<file path="src/rtl/mux4_scan_ctrl.sv">
// mux4_scan_ctrl: scan sequencer for an external 4:1 select mux.
// It steps the select code through the enabled channels and waits DWELL cycles
// on each one so the mux output can settle. It then samples F and builds a
// 4-bit frame. It can scan once or rescan continuously.
//
// Ports:
//   clk          rising-edge clock
//   rst_n        asynchronous active-low reset
//   start        begin a scan (accepted only when idle, and only with stop low)
//   stop         abort an active scan; returns to idle at the next edge
//   cont         1 = rescan after each frame, 0 = single frame
//   ch_en[3:0]   channel enable mask, latched when start is accepted
//   f_in         mux output F for the currently selected channel
//   sel[1:0]     select code driven to the mux
//   frame[3:0]   last completed frame; bit i is the sample of channel i
//   frame_valid  one-cycle pulse when frame updates
//   busy         high whenever the sequencer is not idle
module mux4_scan_ctrl #(
  parameter int unsigned DWELL = 2  // settle cycles per channel, 1..255
) (
  input  logic       clk,
  input  logic       rst_n,
  input  logic       start,
  input  logic       stop,
  input  logic       cont,
  input  logic [3:0] ch_en,
  input  logic       f_in,
  output logic [1:0] sel,
  output logic [3:0] frame,
  output logic       frame_valid,
  output logic       busy
);

  typedef enum logic [1:0] {StIdle, StSettle, StCapture} state_t;

  localparam logic [7:0] DwellLast = 8'(DWELL - 1);

  state_t     state;
  logic [7:0] cnt;
  logic [3:0] shadow;
  logic [3:0] mask;

  logic [1:0] next_ch;
  logic       has_next;
  logic [3:0] merged;

  function automatic logic [1:0] lowest_ch(input logic [3:0] m);
    logic [1:0] ch;
    ch = 2'd0;
    for (int i = 3; i >= 0; i--) begin
      if (m[i]) ch = 2'(i);
    end
    return ch;
  endfunction

  // Lowest enabled channel above the current select, if there is one.
  always_comb begin
    has_next = 1'b0;
    next_ch  = sel;
    for (int i = 3; i >= 0; i--) begin
      if ((i > int'(sel)) && mask[i]) begin
        has_next = 1'b1;
        next_ch  = 2'(i);
      end
    end
  end

  // Shadow with the current capture merged in. This is the frame value on the last channel.
  always_comb begin
    merged      = shadow;
    merged[sel] = f_in;
  end

  always_ff @(posedge clk or negedge rst_n) begin
    if (!rst_n) begin
      state       <= StIdle;
      sel         <= 2'd0;
      cnt         <= 8'd0;
      shadow      <= 4'd0;
      mask        <= 4'd0;
      frame       <= 4'd0;
      frame_valid <= 1'b0;
      busy        <= 1'b0;
    end else begin
      frame_valid <= 1'b0;
      unique case (state)
        StIdle: begin
          if (start && !stop) begin
            mask <= ch_en;
            if (ch_en == 4'd0) begin
              // Nothing to scan: report an empty frame at once.
              frame       <= 4'd0;
              frame_valid <= 1'b1;
            end else begin
              sel    <= lowest_ch(ch_en);
              cnt    <= 8'd0;
              shadow <= 4'd0;
              state  <= StSettle;
              busy   <= 1'b1;
            end
          end
        end
        StSettle: begin
          if (stop) begin
            state <= StIdle;
            busy  <= 1'b0;
          end else begin
            cnt <= cnt + 8'd1;
            if (cnt == DwellLast) state <= StCapture;
          end
        end
        StCapture: begin
          if (stop) begin
            state <= StIdle;
            busy  <= 1'b0;
          end else begin
            shadow[sel] <= f_in;
            cnt         <= 8'd0;
            if (has_next) begin
              sel   <= next_ch;
              state <= StSettle;
            end else begin
              frame       <= merged;
              frame_valid <= 1'b1;
              if (cont) begin
                sel    <= lowest_ch(mask);
                shadow <= 4'd0;
                state  <= StSettle;
              end else begin
                state <= StIdle;
                busy  <= 1'b0;
              end
            end
          end
        end
        default: begin
          state <= StIdle;
          busy  <= 1'b0;
        end
      endcase
    end
  end

endmodule

</file>
<file path="config.mk">
export PLATFORM = sky130hd
export DESIGN_NAME = mux4_scan_ctrl
export DESIGN_NICKNAME = d
export VERILOG_FILES = /design/src/rtl/mux4_scan_ctrl.sv
export SDC_FILE = /design/constraint.sdc
export NUM_CORES = 1
export LEC_CHECK = 0
export CAP_MARGIN = 20
export CORE_UTILIZATION = 54
export CTS_CLUSTER_SIZE = 20
export DETAILED_ROUTE_END_ITERATION = 8
export PLACE_DENSITY = 0.8
export SETUP_SLACK_MARGIN = 0.4
export SYNTH_ARGS = -nofsm -noshare
export SYNTH_HDL_FRONTEND = slang
export SYNTH_SLANG_ARGS = --single-unit
</file>
<file path="constraint.sdc">
create_clock -name clk -period 2.2 [get_ports clk]
set_input_delay 0.66 -clock clk [delete_from_list [all_inputs] [get_ports clk]]
set_output_delay 0.66 -clock clk [all_outputs]
set_load 0.03 [all_outputs]
</file>
==> results of run 1 <==
cell families (layout without fill, tap and decap cells):
family	after synthesis	after routing	synth area share (%)
flip-flops	26	26	47.1
AO/OA/AOI/OAI	32	32	15.1
XOR/XNOR	6	6	3.81
adder cells (fa/ha/maj)	2	2	1.81
buffers and inverters	10	49	3.99
multiplexers	8	8	6.35
AND/OR/NAND/NOR	63	63	21.8
state kept, by name, summed over array words and instances, names as in the netlist:
signal / cells
cnt: 8
frame: 4
mask: 4
shadow: 4
sel: 2
state: 2
busy: 1
frame_valid: 1
layout make-up:
cell class	instances	area [sq um]	area share [%]
tap	28	35.0	1.94
inverter	4	15.0	0.831
multi-input combinational	111	723	40.0
timing repair buffer	41	330	18.3
clock inverter	1	30.0	1.66
clock buffer	3	22.5	1.25
sequential	26	651	36.0
layer usage:
layer / global-route usage (%) / share of wire, % / up-vias
met4: 10.1 / 1.1 / 0
met3: 4.06 / 4.5 / 6
met1: 35.5 / 46 / 592
li1: - / - / 588
met2: 44.9 / 48 / 45
met5: 0 / 0 / -
timing repair:
item | in CTS | in global routing
setup buffers | 7 | 1
pin swaps | 5 | 4
setup endpoints to repair | 28 | 20
gates resized for setup | 37 | 11
power by group through the flow:
stage	registers (mW)	clock network [mW]	logic, mW
floorplan	0.765	0	0.371
global placement	0.689	0	0.697
detailed placement	0.697	0	0.720
CTS	0.678	0.336	0.786
global route	0.695	0.356	0.918
finish	0.685	0.336	0.854
final timing paths:
| check | slack, ns | start | cells past startpoint | to |
|---|---|---|---|---|
| worst max register to register | 0.42 | state[1] | 5 | frame[0] |
| worst max-delay path | 0.39 | ch_en[3] | 8 | state[0] |
| worst min-delay path | 0.52 | shadow[0] | 1 | shadow[0] |
| max in group asynchronous | 1.28 | rst_n | 2 | mask[3] |
| min in group asynchronous | 0.68 | rst_n | 2 | mask[1] |
| worst min register to register | 0.52 | shadow[0] | 1 | shadow[0] |
per-stage QoR:
step | hold slack (ns) | setup TNS, ns | utilization [%] | power [mW]
after global placement | 0.453 | -2.33 | 71.8 | 1.39
after global routing | 0.549 | 0 | 77.9 | 1.97
after detailed placement | 0.476 | -3.32 | 71.8 | 1.42
final | 0.522 | 0 | 77.9 | 1.87
after CTS | 0.525 | 0 | 76.6 | 1.80
after floorplan | 0.364 | 0 | - | 1.14
worst register-to-register path, stage by stage (launching register included):
cell,delay (ns)
dfrtp_1,0.41
buf_4,0.16
nor4b_1,0.48
nand2_1,0.12
o31a_1,0.21
mux2_2,0.30
cell usage in the layout (no fill, tap or decap), types with 3 or more instances in the layout:
master	n
o21ai_0	12
dfrtp_1	26
nand3_1	5
clkbuf_4	3
nand2b_1	3
buf_6	3
dlygate4sd2_1	4
buf_2	3
mux2_2	4
clkdlybuf4s15_1	3
clkdlybuf4s50_1	3
xor2_1	5
buf_4	22
nor2_1	17
nand2_1	22
inv_1	4
a21oi_1	5
==> out/results.txt, run 1 <==
Outcome -> finished clean
Area Growth Syn to Fin -> 30.9%
Worst-margin pin slew -> 0.486 ns
Power Dens Cells -> 1040 nW/um^2
Layout cells sized above 1 -> 28.0%
Synth area leaders -> dfrtp_1, nand2_1, nor2_1
Placed Cells -> 202
Initial antenna violation count -> 0
Number of fill cells in the layout -> 155
Critical Path RT -> 2.44 ns
Register area share after synthesis -> 47.1%
Final Cell Area -> 1810 sq um
Leading area contributor after synthesis -> dfrtp_1
Buf/Inv on CP -> 4
Sequential power share -> 36.5%
Fmax -> 0.553 GHz
Syn Inst Count -> 147
Nets -> 199
Clock sink count -> 26
Initial Util -> 59.5%
Largest net degree at the start of global routing -> 27
Most frequent cell after synthesis -> dfrtp_1
Vias per inst -> 5.75
First-pass GRT wire length -> 5320 um
Drt drc -> 0
Vias in the first global route -> 1159
HP Class -> flip-flop to flip-flop
Synth warn -> 0
Pre-CTS setup slack -> -0.299 ns
Worst-path clk slew -> 0.15 ns
Post-route minimum period -> 1.81 ns
Setup ws final -> 0.390 ns
Clk Latency, worst-skew pair -> 0.33 ns
Die ar. -> 2760 sq um
Fin crit share -> 82.3%
Post-synth net total -> 159
DR iter-0 viols -> 72
Crit-path most repeated cell -> buf_4
Hold_buf cts -> 0
CTS tree -> done
Detailed Routing Iterations Pass 1 -> 4
Register bit count reported by yosys -> 26
Async SR Flop Fraction -> 100%
Yosys cell types -> 39
Post-synth top cells -> dfrtp_1, nand2_1, nor2_1, o21ai_0
DP HPWL -> 2170 um
Core footprint -> 2320 sq um
# IOs -> 18
Number of synthesized flops with an enable pin -> 0
Cell chain of the critical path -> clkdlybuf4s15_1 -> nor4_1 -> buf_4 -> nor2_2 -> o31a_4 -> buf_6 -> buf_4 -> a21o_1
Max stage delay cell, worst path -> o31a_4
CP delay by family, top -> buffers and inverters
Routed Antenna Nets -> 0
WP data arrival -> 2.05 ns
P_leak -> 0.872 nW
Clock root buffer master -> clkbuf_4
Synth top area share -> 47.1%
Dpl cell area -> 1670 sq um
Clock buffer depth -> 2
Remaining Overflow, GRT -> 0
CTS Buf Count -> 3
Post-route insts no fill -> 214
Number of I/O port buffers -> 17
Via count -> 1231
Worst setup path category -> input pin to flip-flop
Total track usage -> 27.1%
Clock power frac -> 17.9%
Unrepaired setup endpoints after global routing -> yes
Mean Syn Cell Area -> 9.39 sq um
H-Tree Depth -> 1
Crit Path Max Fanout -> 3
Vert. Die Dim -> 52.6 um
GP Congestion -> 0.854
Maxcap violations -> 0
Routed WL per cell -> 15.9 um
Worst Clk Skew -> 0.00337 ns
Routed WL -> 3390 um
Final hold violations -> 0
Comb pwr share -> 45.5%
Crit path capture type -> flip-flop
Cell Rows -> 17
Worst relative slew slack -> 67.1%
Switching Power -> 0.727 mW
Critical path launch point type -> input pin
Final Slew Violations -> 0
Antenna cells -> 0
Slowest stage delay, CP -> 0.37 ns
Die Wd -> 52.6 um
Switching Fraction -> 38.8%
Worst vdd ir -> 0.804 mV
Ys flop type -> dfrtp_1
Synthesized cell area -> 1380 sq um
Final setup fails -> 0
Power Internal -> 1.15 mW
Power figures use the tool's default switching activity.
==> run 2, diff against run 1 <==
CORE_UTILIZATION = 48   (was 54)
PLACE_DENSITY = 0.76   (was 0.8)
clock period = 1.5 ns   (was 2.2 ns; I/O delays follow)
==> run 2 against run 1 <==
Effect of this change: the flow now finishes with violations (negative setup slack); flip-flop and latch count did not move; critical path depth fell by 4; final area increased by 16%; highest routed layer unchanged.
==> out/results.txt, run 2 (synthesis gave the netlist of run 1 again) <==
Outcome -> finished with violations
Failing checks -> negative setup slack
Initial Util -> 50.5%
Most frequent cells in the layout -> buf_4, dfrtp_1, buf_6
Post-route insts no fill -> 239
Die Wd -> 55.6 um
DP HPWL -> 2580 um
Cell chain of the critical path -> or4b_4 -> o22ai_4 -> o31a_4 -> mux2_4
Setup_tns -> -3.63 ns
Core footprint -> 2730 sq um
Reg2reg setup slack -> -0.27 ns
Worst relative slew slack -> 80.2%
Worst-margin pin slew -> 0.294 ns
Power Internal -> 1.83 mW
Switching Power -> 1.20 mW
Multi-input gate area -> 783 sq um
Area Growth Syn to Fin -> 51.7%
Clock power frac -> 9.6%
# IOs -> 18
Comb pwr share -> 57.1%
CTS tree -> done
Hold_ws -> 0.470 ns
HP Class -> input pin to async pin
Antenna cells -> 0
Worst vdd ir -> 1.18 mV
Routed WL -> 4150 um
Clk Latency, worst-skew pair -> 0.32 ns
Crit Path Max Fanout -> 3
Largest reg by FF count -> cnt
Fin crit share -> 118%
Max stage delay cell, worst path -> or4b_4
Die ar. -> 3090 sq um
DR iter-0 viols -> 65
Number of fill cells in the layout -> 195
Sequential power share -> 33.3%
Crit path capture type -> flip-flop
Final Slew Violations -> 0
Post-route minimum period -> 1.77 ns
Unrepaired setup endpoints after global routing -> yes
Remaining Overflow, GRT -> 0
Power Dens Cells -> 1440 nW/um^2
Final hold violations -> 0
Total track usage -> 27.2%
FF-to-FF End -> sel[0]
P_leak -> 1.04 nW
Worst Clk Skew -> 0.00372 ns
Commonest non-fill, non-tap cell in the layout -> buf_4
Cell Rows -> 19
Number of I/O port buffers -> 17
Routed WL per cell -> 17.4 um
Critical path launch point type -> flip-flop
Pwr Total -> 3.02 mW
Critical Path RT -> 1.72 ns
Largest net degree at the start of global routing -> 27
Switching Fraction -> 39.6%
Worst-path clk slew -> 0.13 ns
Final setup fails -> 21
H-Tree Depth -> 1
Initial antenna violation count -> 0
Slowest stage delay, CP -> 0.56 ns
Reg2reg path depth -> 4
Detailed Routing Iterations Pass 1 -> 4
Vert. Die Dim -> 55.6 um
Pre-CTS setup slack -> -0.809 ns
Max FFs per register -> 8
Fmax -> 0.565 GHz
Fin util -> 76.6%
Final Cell Area -> 2090 sq um
Vias per inst -> 5.76
Vias in the first global route -> 1436
GP Congestion -> 0.863
Clock root buffer master -> clkbuf_4
WP data arrival -> 1.98 ns
Worst r2r src -> state[1]
CTS Buf Count -> 3
Dpl cell area -> 1790 sq um
Routed Antenna Nets -> 0
First-pass GRT wire length -> 6510 um
Hold_buf cts -> 0
Placed Cells -> 220
Setup ws final -> -0.269 ns
Drt drc -> 0
Layout cells sized above 1 -> 41.8%
Clock buffer depth -> 2
Nets -> 222
Reg area -> 651 sq um
Clock sink count -> 26
Maxcap violations -> 0
Worst setup path category -> flip-flop to flip-flop
Via count -> 1377
==> run 2: cell types whose count changed in the layout (fill, tap and decap cells not counted), sizes merged <==
| cell | change |
|---|---|
| buf | +27 |
| bufinv | -1 |
| clkdlybuf4s15 | -4 |
| dlygate4sd2 | +2 |
| clkbuf | -2 |
==> run 2: area by class of cell <==
type | instances | share of cell area, %
Timing Repair Buffer | 64 | 27.9
Multi-Input combinational cell | 111 | 37.4
Tap cell | 31 | 1.85
Sequential cell | 26 | 31.1
Clock buffer | 3 | 1.08
Inverter | 4 | 0.717
==> run 2: repair_timing <==
action,4_1_cts,5_1_grt
buffers inserted,11,5
setup endpoints to repair,33,34
pin swaps,8,7
resized for setup,75,18
==> run 2: worst max-delay path by stage <==
stage                        start      to  slack (ns)  depth (start not counted)
after floorplan               stop  sel[0]       -0.45                          6
after global placement       start  sel[0]       -0.73                          5
after detailed placement     start  sel[0]       -0.81                          5
after CTS                 state[1]  sel[0]       -0.29                          4
after global routing      state[1]  sel[0]       -0.34                          4
final                     state[1]  sel[0]       -0.27                          4
==> run 2: worst max-delay path, delay by kind of cell (launching register included) <==
kind               cells  cell delay, ns
AOI/OAI and AO/OA      2            0.40
DFF                    1            0.41
muxes                  1            0.31
and+or+nand+nor        1            0.56
==> run 2: power groups by stage <==
stage | Sequential, mW | Combinational [mW] | Clock [mW]
floorplan | 1.12 | 0.544 | 0
global placement | 0.970 | 1.21 | 0
detailed placement | 0.981 | 1.27 | 0
CTS | 0.989 | 1.56 | 0.306
global route | 1.03 | 1.82 | 0.337
finish | 1.01 | 1.73 | 0.291
==> run 2: metal layers <==
layer	vias up	track usage (%)	part of all wire, %
li1	632	-	-
met1	682	33.5	40
met2	47	46.5	53
met3	16	3.72	3.6
met4	0	14.3	3.3
met5	-	0	0
